### src/rtl/clock_reset_sequencer.sv
// Clock subsystem power-up/recovery sequencer: pulses PLL reset, waits for stable lock,
// then releases SDRAM, video and audio resets in order. Optional macro: SEQ_SOFT_RESET_EN.
module clock_reset_sequencer #(
  parameter int unsigned PLL_RST_CYCLES      = 16,
  parameter int unsigned LOCK_STABLE_CYCLES  = 1024,
  parameter int unsigned LOCK_TIMEOUT_CYCLES = 270000,
  parameter int unsigned SDRAM_INIT_CYCLES   = 5400,
  parameter int unsigned DOMAIN_GAP_CYCLES   = 8
) (
  input  logic       clk,
  input  logic       rst,
  input  logic       clk_135_lock,
  input  logic       clk_sdram_lock,
  output logic       pll_rst,
  output logic       sdram_rst,
  output logic       video_rst,
  output logic       audio_rst,
  output logic       sys_ready,
  output logic [3:0] retry_count,
  output logic [2:0] seq_state
`ifdef SEQ_SOFT_RESET_EN
  ,
  input  logic       soft_rst_req
`endif
);

  localparam int unsigned MAX_A = (PLL_RST_CYCLES > LOCK_STABLE_CYCLES) ?
                                  PLL_RST_CYCLES : LOCK_STABLE_CYCLES;
  localparam int unsigned MAX_B = (SDRAM_INIT_CYCLES > DOMAIN_GAP_CYCLES) ?
                                  SDRAM_INIT_CYCLES : DOMAIN_GAP_CYCLES;
  localparam int unsigned MAX_C = (MAX_A > MAX_B) ? MAX_A : MAX_B;
  localparam int unsigned MAX_P = (MAX_C > LOCK_TIMEOUT_CYCLES) ? MAX_C : LOCK_TIMEOUT_CYCLES;
  localparam int unsigned CNT_W = $clog2(MAX_P) + 1;
  localparam int unsigned TO_W  = $clog2(LOCK_TIMEOUT_CYCLES) + 1;

  typedef enum logic [2:0] {
    StPllReset = 3'd0,
    StWaitLock = 3'd1,
    StRelSdram = 3'd2,
    StRelVideo = 3'd3,
    StRelAudio = 3'd4,
    StRun      = 3'd5
  } state_e;

  state_e             state_q;
  logic [CNT_W-1:0]   cnt_q;
  logic [TO_W-1:0]    to_q;
  logic [1:0]         lock_meta_q;
  logic [1:0]         lock_sync_q;
  logic               locks_ok;
  logic               soft_req;
  logic               lock_fault;

`ifdef SEQ_SOFT_RESET_EN
  assign soft_req = soft_rst_req;
`else
  assign soft_req = 1'b0;
`endif

  // Two-flop synchronizers for the asynchronous PLL lock inputs
  always_ff @(posedge clk or posedge rst) begin
    if (rst) begin
      lock_meta_q <= 2'b00;
      lock_sync_q <= 2'b00;
    end else begin
      lock_meta_q <= {clk_135_lock, clk_sdram_lock};
      lock_sync_q <= lock_meta_q;
    end
  end

  assign locks_ok   = &lock_sync_q;
  assign lock_fault = !locks_ok && (state_q inside {StRelSdram, StRelVideo, StRelAudio, StRun});
  assign seq_state  = state_q;

  always_ff @(posedge clk or posedge rst) begin
    if (rst) begin
      state_q     <= StPllReset;
      cnt_q       <= '0;
      to_q        <= '0;
      pll_rst     <= 1'b1;
      sdram_rst   <= 1'b1;
      video_rst   <= 1'b1;
      audio_rst   <= 1'b1;
      sys_ready   <= 1'b0;
      retry_count <= 4'd0;
    end else if (soft_req || lock_fault) begin
      // Restart from PLL reset without counting a retry
      state_q   <= StPllReset;
      cnt_q     <= '0;
      pll_rst   <= 1'b1;
      sdram_rst <= 1'b1;
      video_rst <= 1'b1;
      audio_rst <= 1'b1;
      sys_ready <= 1'b0;
    end else begin
      case (state_q)
        StPllReset: begin
          if (cnt_q == CNT_W'(PLL_RST_CYCLES - 1)) begin
            state_q <= StWaitLock;
            pll_rst <= 1'b0;
            cnt_q   <= CNT_W'(LOCK_STABLE_CYCLES - 1);
            to_q    <= '0;
          end else begin
            cnt_q <= cnt_q + 1'b1;
          end
        end
        StWaitLock: begin
          // Stable completion takes priority over a simultaneous timeout
          if (locks_ok && cnt_q == '0) begin
            state_q   <= StRelSdram;
            sdram_rst <= 1'b0;
            cnt_q     <= CNT_W'(SDRAM_INIT_CYCLES - 1);
          end else if (to_q == TO_W'(LOCK_TIMEOUT_CYCLES - 1)) begin
            state_q <= StPllReset;
            pll_rst <= 1'b1;
            cnt_q   <= '0;
            if (retry_count != 4'hF) retry_count <= retry_count + 4'd1;
          end else begin
            to_q  <= to_q + 1'b1;
            cnt_q <= locks_ok ? cnt_q - 1'b1 : CNT_W'(LOCK_STABLE_CYCLES - 1);
          end
        end
        StRelSdram: begin
          if (cnt_q == '0) begin
            state_q   <= StRelVideo;
            video_rst <= 1'b0;
            cnt_q     <= CNT_W'(DOMAIN_GAP_CYCLES - 1);
          end else begin
            cnt_q <= cnt_q - 1'b1;
          end
        end
        StRelVideo: begin
          if (cnt_q == '0) begin
            state_q   <= StRelAudio;
            audio_rst <= 1'b0;
            cnt_q     <= '0;
          end else begin
            cnt_q <= cnt_q - 1'b1;
          end
        end
        StRelAudio: begin
          state_q   <= StRun;
          sys_ready <= 1'b1;
          cnt_q     <= '0;
        end
        StRun: begin
          sys_ready <= 1'b1;
        end
        default: begin
          state_q   <= StPllReset;
          cnt_q     <= '0;
          pll_rst   <= 1'b1;
          sdram_rst <= 1'b1;
          video_rst <= 1'b1;
          audio_rst <= 1'b1;
          sys_ready <= 1'b0;
        end
      endcase
    end
  end

endmodule
### config.mk
export PLATFORM = sky130hd
export DESIGN_NAME = clock_reset_sequencer
export DESIGN_NICKNAME = d
export VERILOG_FILES = /design/src/rtl/clock_reset_sequencer.sv
export SDC_FILE = /design/constraint.sdc
export NUM_CORES = 1
export LEC_CHECK = 0
export CAP_MARGIN = 20
export CORE_MARGIN = 2
export CORE_UTILIZATION = 40
export DETAILED_ROUTE_END_ITERATION = 12
export GPL_TIMING_DRIVEN = 0
export PLACE_DENSITY_LB_ADDON = 0.12
export SYNTH_ARGS = -nofsm -noshare
export SYNTH_HDL_FRONTEND = slang
export SYNTH_SLANG_ARGS = --single-unit
### constraint.sdc
create_clock -name clk -period 2.9 [get_ports clk]
set_input_delay 0.435 -clock clk [delete_from_list [all_inputs] [get_ports clk]]
set_output_delay 0.435 -clock clk [all_outputs]
set_load 0.01 [all_outputs]
==> run_results.csv <==
group,metric,value,unit
yosys,synthesis.yosys.warnings,0,
yosys,netlist_top_cells_area,"dfrtp_1, nand3_1, a21oi_1",
cts,tritoncts_clock_tree,"done",
floorplan,die-area,10400,um2
flow_run,max_cap_violations,0,
floorplan,die_h,102,um
routing,detailedRoute.firstPassIterationCount,5,
yosys,syn-mean-instance-area,8.17,um2
cts,numClockSinks,56,
timing,fmax,360,MHz
floorplan,die-width,102,um
finish,design.final.nets,506,
critical_path,critical_path_arrival,3.02,ns
finish,finish.utilization,0.468,
timing,finalMaxSlewViolations,0,
placement,dpl_worst_slack,-0.282,ns
timing,tightestPinTransition,0.893,ns
timing,finalWorstPathRequiredPeriod,2.78,ns
placement,dp_hpwl,8130,um
timing,post-route-worst-setup-slack,0.123,ns
placement,gp_routability_congestion,0.914,
yosys,yosys_register_bits,56,
floorplan,initial_core_util,0.414,
timing,max-slew-margin-rel,0.400,
routing,routed_wire_length_per_instance,18.2,um
grt,antenna_violations_before_repair,0,
yosys,syn-num-nets,479,
yosys,post_synth_most_frequent_cells,"dfrtp_1, nor2_1, nand3_1, a21oi_1, o21ai_0",
routing,drt-initial-drc-count,334,
routing,detail_route.drc_violations,0,
yosys,synth_most_common_cell,"dfrtp_1",
critical_path,worst_setup_path_start_kind,"flop",
power,leakage_power,1.70,nW
floorplan,fp.coreArea,9280,um2
grt,grt_use_met2,0.350,
yosys,netlist_area,3850,um2
cts,clock_tree.root_cell,"clkbuf_8",
timing,fin_crit_sh,0.957,
finish,post_route_cells_drive_above_1_share,0.0762,
grt,grt_use_met1,0.352,
yosys,synthCells,471,
finish,syn_to_final_growth,12.8,%
critical_path,timing.critical_path.slowest_cell_delay,0.53,ns
timing,setup_viol,0,
power,worst_ir_drop_vdd,0.000175,V
status,run_status,"finished clean",
critical_path,worst-setup-path-type,"flop to flop",
routing,postRouteAntennaNets,0,
routing,post_drt_via_cell_ratio,6.23,
grt,grt_pass1_wl,19100,um
cts,worst_setup_hold_path_clk_slew,0.12,ns
critical_path,worst-path-max-fanout,8,
yosys,netlist.area_leader.share,0.338,
routing,wirelength,11500,um
floorplan,num_rows,35,
power,power_density_of_the_placed_cells,312,nW/um2
yosys,synth_enable_flop_cells,0,
critical_path,worstSetupEndpointType,"flop",
critical_path,cp_slowest_cell,"a311oi_1",
cts,tritoncts.num_buffers,5,
yosys,ys_async_sr_fraction,1.00,
yosys,synth_seq_area_share,0.366,
cts,clock_insertion_delay_worst_skew,0.34,ns
yosys,synth_cell_types,61,
cts,max-clock-path-buffers,2,
grt,track_usage,0.233,
worst_hold_path,hold_path_class,"flop to flop",
timing,hold_slack,0.363,ns
placement,place.port_buffers,15,
grt,gr-max-usage-layer,"met1",
timing,total_count_of_hold_check_failures_in_the_final_report,0,
timing,fin_tns_setup,0,ns
yosys,synth_flop_cell,"dfrtp_1",
grt,maximum_number_of_pins_on_one_net_before_global_route_repair,30,
critical_path,crit_required,3.15,ns
yosys,post-synth-top-area-cell,"dfrtp_1",
finish,num_antenna_cells,0,
grt,gr-total-overflow,0,
timing,finClkSkew,0.0162,ns
grt,first_global_vias,3679,
cts,cts-hold-fix-buffers,0,
routing,route.vias.total,3912,
floorplan,io_pins,16,
grt,groute.layer.met3.usage,0.0287,
critical_path,cp_cell_sequence,"clkbuf_1 > inv_1 > ha_1 > nor3b_4 > and3_1 > nand4_1 > a311oi_1 > a21oi_1 > o211ai_1",
cts,cts_max_level,2,
-- metrics by stage --
stage,total power [mW],area [um2],instances
final,1.35,4340,628
after detailed placement,0.880,4180,616
after global routing,1.40,4340,628
after floorplan,0.853,3850,471
after global placement,0.876,4160,615
after CTS,1.36,4300,624
-- state kept, by name (all words and copies together), names as in the netlist --
name / flops
lock_sync_q: 2
seq_state: 3
pll_rst: 1
lock_meta_q: 2
audio_rst: 1
sdram_rst: 1
cnt_q: 20
sys_ready: 1
retry_count: 4
video_rst: 1
to_q: 20
-- timing repair --
action / 4_1_cts / 5_1_grt
buffers inserted: 0 / 3
pin swaps: 0 / 2
endpoints found under the setup margin: 35 / 14
endpoints found under the hold margin: 0 / 0
gates resized for setup: 5 / 7
-- cells in the final DEF (no fill, tap or decap), drive strengths merged, types with 4 or more instances in the layout --
cell | Yosys | layout
nor3 | 21 | 21
nor2 | 38 | 38
inv | 15 | 17
a311oi | 5 | 5
nand2 | 30 | 30
xnor2 | 9 | 9
ha | 4 | 4
and4 | 4 | 4
a31oi | 12 | 12
dfrtp | 52 | 52
nor4 | 10 | 10
nand2b | 7 | 7
a21o | 4 | 4
xor2 | 8 | 8
buf | 9 | 13
dfstp | 4 | 4
o21a | 4 | 4
a221oi | 8 | 8
and2 | 4 | 4
clkbuf | 21 | 27
or3 | 13 | 13
o21ai | 34 | 34
a21oi | 31 | 31
and3 | 11 | 11
clkdlybuf4s50 | 0 | 15
nand4 | 12 | 12
o22ai | 7 | 7
nand3 | 37 | 37
o211ai | 17 | 17
-- cells by family (layout without fill, tap and decap cells) --
kind of cell	Yosys count	count (layout)	share of synthesized area
adders and majority gates	4	4	0.0130
xor gates and xnor gates	17	17	0.0387
muxes	2	2	0.00553
buffers and inverters	45	73	0.0501
AOI/OAI and AO/OA	149	149	0.257
and+or+nand+nor	198	198	0.270
DFF	56	56	0.366
-- final cells by class --
class,instances,area (um2)
buffer,30,139
clock buffer,5,68.8
clock inverter,3,25.0
fill,961,4940
inverter,15,56.3
multi-input combinational,370,2290
sequential,56,1410
tap,129,161
timing repair buffer,20,198
-- critical path, delay by kind of cell, from the launching register on --
family / cells / cell delay, ns
and+or+nand+nor: 3 / 0.91
adders and majority gates: 1 / 0.23
buffers and inverters: 2 / 0.33
AOI/OAI and AO/OA: 3 / 0.81
DFF: 1 / 0.40
-- metal layers --
layer	routed length (um)	part of all wire
met3	808	0.071
met2	5010	0.44
met5	0	0
met1	5410	0.47
met4	218	0.019
-- power by group --
part,total [mW],switching (mW),internal [mW]
clock,0.486,0.308,0.178
combinational,0.0795,0.0544,0.0251
sequential,0.788,0.00359,0.785
-- final timing paths --
| check | start | end | slack [ns] | cells after the start |
|---|---|---|---|---|
| worst max-delay path | cnt_q[1] | cnt_q[0] | 0.12 | 9 |
| worst min-delay path | lock_meta_q[1] | lock_sync_q[1] | 0.36 | 0 |
| worst max register to register | cnt_q[1] | cnt_q[0] | 0.12 | 9 |
| worst min register to register | lock_meta_q[1] | lock_sync_q[1] | 0.36 | 0 |
| max in group asynchronous | rst | to_q[0] | 1.84 | 3 |
| min in group asynchronous | rst | cnt_q[12] | 0.50 | 2 |
Note: power is estimated with default switching activity, not from simulation.
